$ cat config.mk
export PLATFORM = sky130hd
export DESIGN_NAME = router_xbar_scheduler
export DESIGN_NICKNAME = d
export VERILOG_FILES = /design/src/rtl/router_xbar_scheduler.sv
export SDC_FILE = /design/constraint.sdc
export NUM_CORES = 1
export LEC_CHECK = 0
export CAP_MARGIN = 0
export CORE_ASPECT_RATIO = 1.5
export CORE_MARGIN = 2
export CORE_UTILIZATION = 42
export DETAILED_ROUTE_END_ITERATION = 10
export PLACE_DENSITY = 0.83
export SYNTH_ARGS = -nofsm -noshare
export SYNTH_HDL_FRONTEND = slang
export SYNTH_SLANG_ARGS = --single-unit
$ cat constraint.sdc
create_clock -name clk -period 3.3 [get_ports clk]
set_input_delay 0.33 -clock clk [delete_from_list [all_inputs] [get_ports clk]]
set_output_delay 0.33 -clock clk [all_outputs]
set_load 0.02 [all_outputs]
$ cat src/rtl/router_xbar_scheduler.sv
// Crossbar scheduler for the 4-port router: each batch moves input-buffer packets
// to free output buffers, using one round-robin pointer per output.
// Optional feature macro: ROUTER_SCHED_STATS_EN adds per-input grant counters
// (stats_clr / grant_cnt ports).
module router_xbar_scheduler #(
  parameter int unsigned DEST_LSB = 28,
  parameter int unsigned CNT_W    = 16
) (
  input  logic                  clk,
  input  logic                  rst,
  input  logic                  sched_en,
  input  logic [3:0]            data_available,
  input  logic [3:0]            data_empty,
  input  logic [3:0][31:0]      pkt_in,
  output logic [3:0]            clear_data_available,
  output logic [3:0]            wr_data,
  output logic [3:0][1:0]       select_out,
  output logic                  busy
`ifdef ROUTER_SCHED_STATS_EN
  ,
  input  logic                  stats_clr,
  output logic [3:0][CNT_W-1:0] grant_cnt
`endif
);

  localparam int unsigned NPORT = 4;

  typedef enum logic {ARB = 1'b0, ISSUE = 1'b1} state_t;

  state_t          state, state_d;
  logic [3:0][1:0] ptr, ptr_d;
  logic [3:0]      req [NPORT];
  logic [3:0]      gnt_wr, gnt_clr;
  logic [3:0][1:0] gnt_sel;
  logic [3:0]      wr_d, clr_d;
  logic [3:0][1:0] sel_d;
  logic            busy_d;
  logic            found;
  logic [1:0]      idx;
  logic            unused_pkt_bits;

  // Only the destination field of each packet matters here.
  assign unused_pkt_bits = ^pkt_in;

  // Request matrix: req[o][i] = input i holds a packet for output o.
  always_comb begin
    for (int o = 0; o < NPORT; o++) begin
      req[o] = '0;
      for (int i = 0; i < NPORT; i++) begin
        req[o][i] = data_available[i] && (pkt_in[i][DEST_LSB +: 2] == 2'(o));
      end
    end
  end

  // Per-output round-robin search starting at ptr[o]; full outputs grant nothing.
  always_comb begin
    gnt_wr  = '0;
    gnt_clr = '0;
    gnt_sel = '0;
    found   = 1'b0;
    idx     = '0;
    for (int o = 0; o < NPORT; o++) begin
      found = 1'b0;
      for (int k = 0; k < NPORT; k++) begin
        idx = ptr[o] + 2'(k);
        if (data_empty[o] && !found && req[o][idx]) begin
          found      = 1'b1;
          gnt_wr[o]  = 1'b1;
          gnt_clr[idx] = 1'b1;
          gnt_sel[o] = idx;
        end
      end
    end
  end

  // Next-state and next-output logic: grants are captured in ARB, shown in ISSUE.
  always_comb begin
    state_d = state;
    ptr_d   = ptr;
    wr_d    = '0;
    clr_d   = '0;
    sel_d   = '0;
    busy_d  = 1'b0;
    case (state)
      ARB: begin
        if (sched_en && (|gnt_wr)) begin
          state_d = ISSUE;
          wr_d    = gnt_wr;
          clr_d   = gnt_clr;
          sel_d   = gnt_sel;
          busy_d  = 1'b1;
          for (int o = 0; o < NPORT; o++) begin
            if (gnt_wr[o]) ptr_d[o] = gnt_sel[o] + 2'd1;
          end
        end
      end
      ISSUE: begin
        state_d = ARB;
      end
      default: begin
        state_d = ARB;
      end
    endcase
  end

  // State, pointers and registered strobes; reset abandons any pending transfer.
  always_ff @(posedge clk or posedge rst) begin
    if (rst) begin
      state                <= ARB;
      ptr                  <= '0;
      wr_data              <= '0;
      clear_data_available <= '0;
      select_out           <= '0;
      busy                 <= 1'b0;
    end else begin
      state                <= state_d;
      ptr                  <= ptr_d;
      wr_data              <= wr_d;
      clear_data_available <= clr_d;
      select_out           <= sel_d;
      busy                 <= busy_d;
    end
  end

`ifdef ROUTER_SCHED_STATS_EN
  // Saturating per-input grant counters; clear wins over increment.
  always_ff @(posedge clk or posedge rst) begin
    if (rst) begin
      grant_cnt <= '0;
    end else begin
      for (int i = 0; i < NPORT; i++) begin
        if (stats_clr) begin
          grant_cnt[i] <= '0;
        end else if ((state == ISSUE) && clear_data_available[i] &&
                     (grant_cnt[i] != {CNT_W{1'b1}})) begin
          grant_cnt[i] <= grant_cnt[i] + CNT_W'(1);
        end
      end
    end
  end
`endif

endmodule
After elaboration in Yosys (flattened, before gate mapping)
Cells that the tools add are included.
- add/sub/neg operators: 16
- magnitude comparators: 32
- eq/ne operators: 12
- multiplexer cells: 121
- bitwise logic cells: 16
- reduce and logical (&&, ||, !) cells: 82
- operators with widths (operator ; number):
    $mux W4 ; 20
    $logic_and A1 B1 Y1 ; 61
    $or A4 B4 Y4 ; 15
    $mux W1 ; 50
    $lt A2 B3 Y1 const B ; 16
    $bmux W1 S2 ; 16
    $demux W1 S2 ; 16
    $ge A2 B1 Y1 const B ; 16
    $mux W2 ; 16
    $add A2 B1 Y2 const B ; 8
    $add A2 B2 Y2 const B ; 8
    $eq A2 B2 Y1 const B ; 8
    $mux W8 ; 2
    $logic_not A1 Y1 ; 12
    $reduce_and A3 Y1 ; 4
    $eq A2 B1 Y1 const B ; 4
    $logic_not A2 Y1 ; 4
    $reduce_or A4 Y1 ; 1
    $pmux W1 S2 ; 1
    $not A1 Y1 ; 1
- flip-flop bits (word level): 26
- input bits: 139

Longest topological paths before layout
- word-level depth: 44
- depth in mapped cells: 12
- mapped depth without buffers: 10

Worst setup path before layout
No wires, ideal clock.
- kind: flip-flop to flip-flop
- start: register ptr[6] (netlist bit)
- end: register ptr[7] (netlist bit)
- setup time: 121 ps
- arrival time: 2668 ps
- required time: 3179 ps
- setup slack: 510 ps
- cell stages (with the launch flop): 11
- period minus slack after synthesis: 2790 ps
- cell sequence: dfrtp_1 buf_2 clkinv_1 ha_1 buf_2 mux4_2 a211oi_4 a32oi_1 a21oi_2 xor2_1 o21ai_1
- longest elaborated chain between the ends: 19
- RTL lines (element ; RTL line ; source):
    start, declared ; 31 ; logic [3:0][1:0] ptr, ptr_d;
    start signal, assigned ; 117 ; ptr <= ptr_d;
    $bmux W1 S2 ; 66 ; if (data_empty[o] && !found && req[o][idx]) begin
    $mux W1 (not written as such) ; 66 ;
    $logic_and A1 B1 Y1 ; 66 ;
    $mux W1 ; 66 ;
    $logic_not A1 Y1 ; 66 ;
    $logic_and A1 B1 Y1 (2 in a row) ; 66 ;
    $mux W1 ; 66 ;
    $logic_not A1 Y1 ; 66 ;
    $logic_and A1 B1 Y1 (2 in a row) ; 66 ;
    $mux W1 ; 66 ;
    $logic_not A1 Y1 ; 66 ;
    $logic_and A1 B1 Y1 (2 in a row) ; 66 ;
    $mux W1 ; 66 ;
    $reduce_or A4 Y1 ; 86 ; if (sched_en && (|gnt_wr)) begin
    $logic_and A1 B1 Y1 ; 86 ;
    $reduce_and A3 Y1 (no source line) ; n/a ;
Parallel ways exist; a longest one is shown, timed or not. The select of a mux whose other input is x is not followed.
A chain may end at the register's enable or synchronous reset.

Final worst setup path
- start: register ptr[4] (netlist bit)
- end: register clear_data_available[1]
- longest elaborated chain between the ends: 26
- RTL lines (element ; RTL line ; source):
    branches (longest 24 deep; another with $lt A2 B3 Y1) ; n/a ;
    $mux W4 * ; 86 ;
    $mux W4 * ; 84 ; case (state)
    net clr_d[1] ; 35 ; logic [3:0] wr_d, clr_d;
    end signal, assigned ; 119 ; clear_data_available <= clr_d;
    end, declared ; 15 ; output logic [3:0] clear_data_available,
Mark *: on every way through the listed nets, which the timed path passes. The select of a mux whose other input is x is not followed.

==> results.md <==
- The run finished with clean final reports.
- The number of enable-type register cells in the synthesized netlist is 0.
- The signal on the critical path passes through clkinv_1 > ha_1 > mux2i_1 > or2_2 > o2111ai_1 > nor4_1 > a31oi_1.
- Across the run, the number of max-cap violations was 0.
- The post-synthesis cell type count is 83.
- The total overflow left after global routing is 0.
- The count of synthesis-stage warnings from yosys is 0.
- The global-route wire length before repair is 16000 µm.
- Summing all placed instances gives a cell area of 3620 µm².
- The number of sinks driven by the clock tree is 25.
- For this design, the CTS-stage hold fixing added 0 buffers.
- The overall die area is 8310 µm².
- For this design the ratio of total power to cell area is 588 nW/µm².
- In this run the worst path has a maximum fanout of 13.
- In this run, the number of DRC markers left after iteration 0 of detailed routing was 338.
- The final core utilization is 50.4%.
- The most used flip-flop cell after synthesis is dfrtp_1.
- Global routing used 24.2% of the available tracks across all layers.
- The root buffer cell chosen for the clock tree is clkbuf_8.
- The endpoint type of the worst setup path is a flop.
- For this run, the top clock speed supported by timing is 0.347 GHz.
- The actual transition at the worst max-transition pin is 928 ps.
- Port buffering added 35 buffers.
- Across the VDD grid, the largest voltage drop is 0.236 mV.
- In this design, the stage delay of the slowest critical-path cell is 630 ps.
- Of the cells placed in the final design, the portion with a size suffix greater than 1 is 11.7%.
- The initial antenna violation count was 0.
- The area added between synthesis and finish is 15.0%.
- The die width is 75.1 µm.
- For the worst setup path, the data arrival time is 3010 ps.
- The clock latency on the worst-skew pair is 270 ps.
- The number of global-route vias before repair is 3271.
- The total half-perimeter wirelength after legalization and detailed placement is 7650 µm.
- Leaving out fill and tap cells, the most frequent cell in the layout is clkdlybuf4s50_1.
- Averaged over all synthesized cells, the footprint is 8.30 µm².
- The CTS buffer count is 3.
- Clock skew on the completed layout was measured at 6.18 ps.
- In the synthesized netlist the async set-or-reset flop fraction comes to 100%.
- The mapped netlist covers 3190 µm².
- The final number of max-transition violations is 0.
- The slowest stage of the critical path is the dfrtp_1 cell.
- Entering global routing, the biggest net connects 26 pins.
- The first-pass detailed-route iteration total is 5.
- In this run the core area contains 38 standard-cell rows.
- The worst pin sits at a relative slew slack of 38.1%.
- The top-level port count is 156.
- Counting every net in the synthesized netlist gives 547.
- The worst slack at placement is 249 ps.
- The floorplan step defined a core boundary enclosing 7270 µm².
- The worst setup slack after layout is 416 ps.
- Once detail routing completed, the nets flagged for antenna violations numbered 0.
- The via-per-instance ratio is 6.25.
- The number of H-tree branching levels is 1.
- The count of fill cells added during filler insertion is 689.
- At the end of the flow, the number of nets in the layout was 582.
- Summing all non-filler instances in the final layout gives an area of 3660 µm².
- The post-route minimum period is 2880 ps.
- The final count of hold timing violations is 0.
- The kind of critical path is flop to flop.
- The die height is 111 µm.
- After layout, the design draws a total of 2.15 mW.
- The repair_antennas step left the layout with diodes totalling 0.
- The routed design has 9650 µm of wire.
- The DRC violations left is 0.
- Synthesis produced a netlist whose cell count is 384.
- The data required time at the worst endpoint is 3430 ps.
- The initial utilization of the core area, before any placement, comes to 43.8%.
- The type of the most critical hold path is primary input to async pin.
- The number of post-CTS setup repair buffers is 0.
- Setup violations remaining at the end of the flow were counted as 0.
- The routed layout has 3239 vias.
- The register area share after synthesis is 19.6%.
- The kind of start point of the critical path is a flop.
- In the layout the commonest cells are 35 x clkdlybuf4s50_1, 32 x nand2_1, 30 x nor2_1.
- The mean routed wirelength per cell is 18.6 µm.
- At the end of routability-driven placement, the weighted congestion stood at 1.00.
- Across all register-to-register paths, the minimum setup slack is 420 ps.
- In this run the static leakage power is 1.54 nW.
- The buffer depth of the longest clock path is 2.
- After routing, the total negative slack on setup checks comes to 0 ps.
- TritonCTS built the clock tree.
- Setup repair after global routing left no endpoint under its margin.
- The clock-pin slew reported for the worst setup and hold paths after clock tree synthesis is 90 ps.
- The number of resized instances in the post-cts repair step is 0.
- In the finished design, the share of the clock period the worst path needs comes to 87.4%.
- The synthesized design contains 25 register bits.
## worst paths after layout
check                        from                      end  cells past startpoint
setup reg to reg           ptr[4]  clear_data_available[1]                      7
hold reg to reg            ptr[2]                   ptr[2]                      2
max in group asynchronous     rst                   ptr[2]                      2
hold / removal                rst            select_out[7]                      2
min in group clk           ptr[2]                   ptr[2]                      2
setup / recovery           ptr[4]  clear_data_available[1]                      7
## cell families after synthesis
family,count (synthesis),synth area share (%)
AND/OR/NAND/NOR,162,29.4
AO/OA/AOI/OAI,106,25.3
buffers and inverters,46,8.44
flip-flops,25,19.6
adder cells (fa/ha/maj),24,9.43
multiplexers,18,6.91
XOR/XNOR,3,0.825
## critical path: cells and delay by family (launching register included)
family | cells | cell delay (ps)
adder cells (fa/ha/maj) | 1 | 500
multiplexers | 1 | 360
AO/OA/AOI/OAI | 2 | 260
AND/OR/NAND/NOR | 2 | 640
flip-flops | 1 | 630
buffers and inverters | 1 | 360
## power breakdown
| group | internal, mW | switching (mW) | leakage [nW] |
|---|---|---|---|
| clock network | 0.0844 | 0.0978 | 0.0255 |
| registers | 0.372 | 0.0711 | 0.326 |
| logic | 0.608 | 0.920 | 1.19 |
| total | 1.06 | 1.09 | 1.54 |
## registers in the layout (all words and copies together) (netlist names)
| register | cells |
|---|---|
| wr_data | 4 |
| clear_data_available | 4 |
| select_out | 8 |
| busy | 1 |
| ptr | 8 |
## metal layers
metal / vias up / wire [µm] / global-route usage [%]
li1: 1525 / - / -
met1: 1554 / 3640 / 27.3
met2: 122 / 5120 / 43.0
met3: 38 / 387 / 2.18
met4: 0 / 490 / 12.1
met5: - / 0 / 0
## per-stage QoR
| step | instances | hold WS [ps] |
|---|---|---|
| 6_report | 518 | 558 |
| 5_1_grt | 518 | 667 |
| 4_1_cts | 518 | 595 |
| 3_5_place_dp | 514 | 613 |
| 3_3_place_gp | 514 | 595 |
| 2_1_floorplan | 384 | 357 |
## layout make-up
type	count	area (µm²)	area share (%)
multi-input combinational	313	2290	62.5
timing repair buffer	54	493	13.5
clock inverter	1	5.00	0.137
sequential	25	626	17.1
inverter	22	82.6	2.25
clock buffer	3	41.3	1.13
tap	100	125	3.42
## cell usage after synthesis, types with 6 or more instances
master	number	area (µm²)
o21ai_0	13	65.1
mux2i_1	13	130
and2_1	6	37.5
a21oi_1	10	50.1
nand2_1	32	120
nand4_1	8	50.1
inv_1	20	75.1
nand3b_1	6	45.0
o211ai_1	8	60.1
buf_2	6	30.0
ha_1	24	300
nand3_1	25	125
nor2_1	30	113
dfrtp_1	25	626
(Power assumes the default switching activity.)
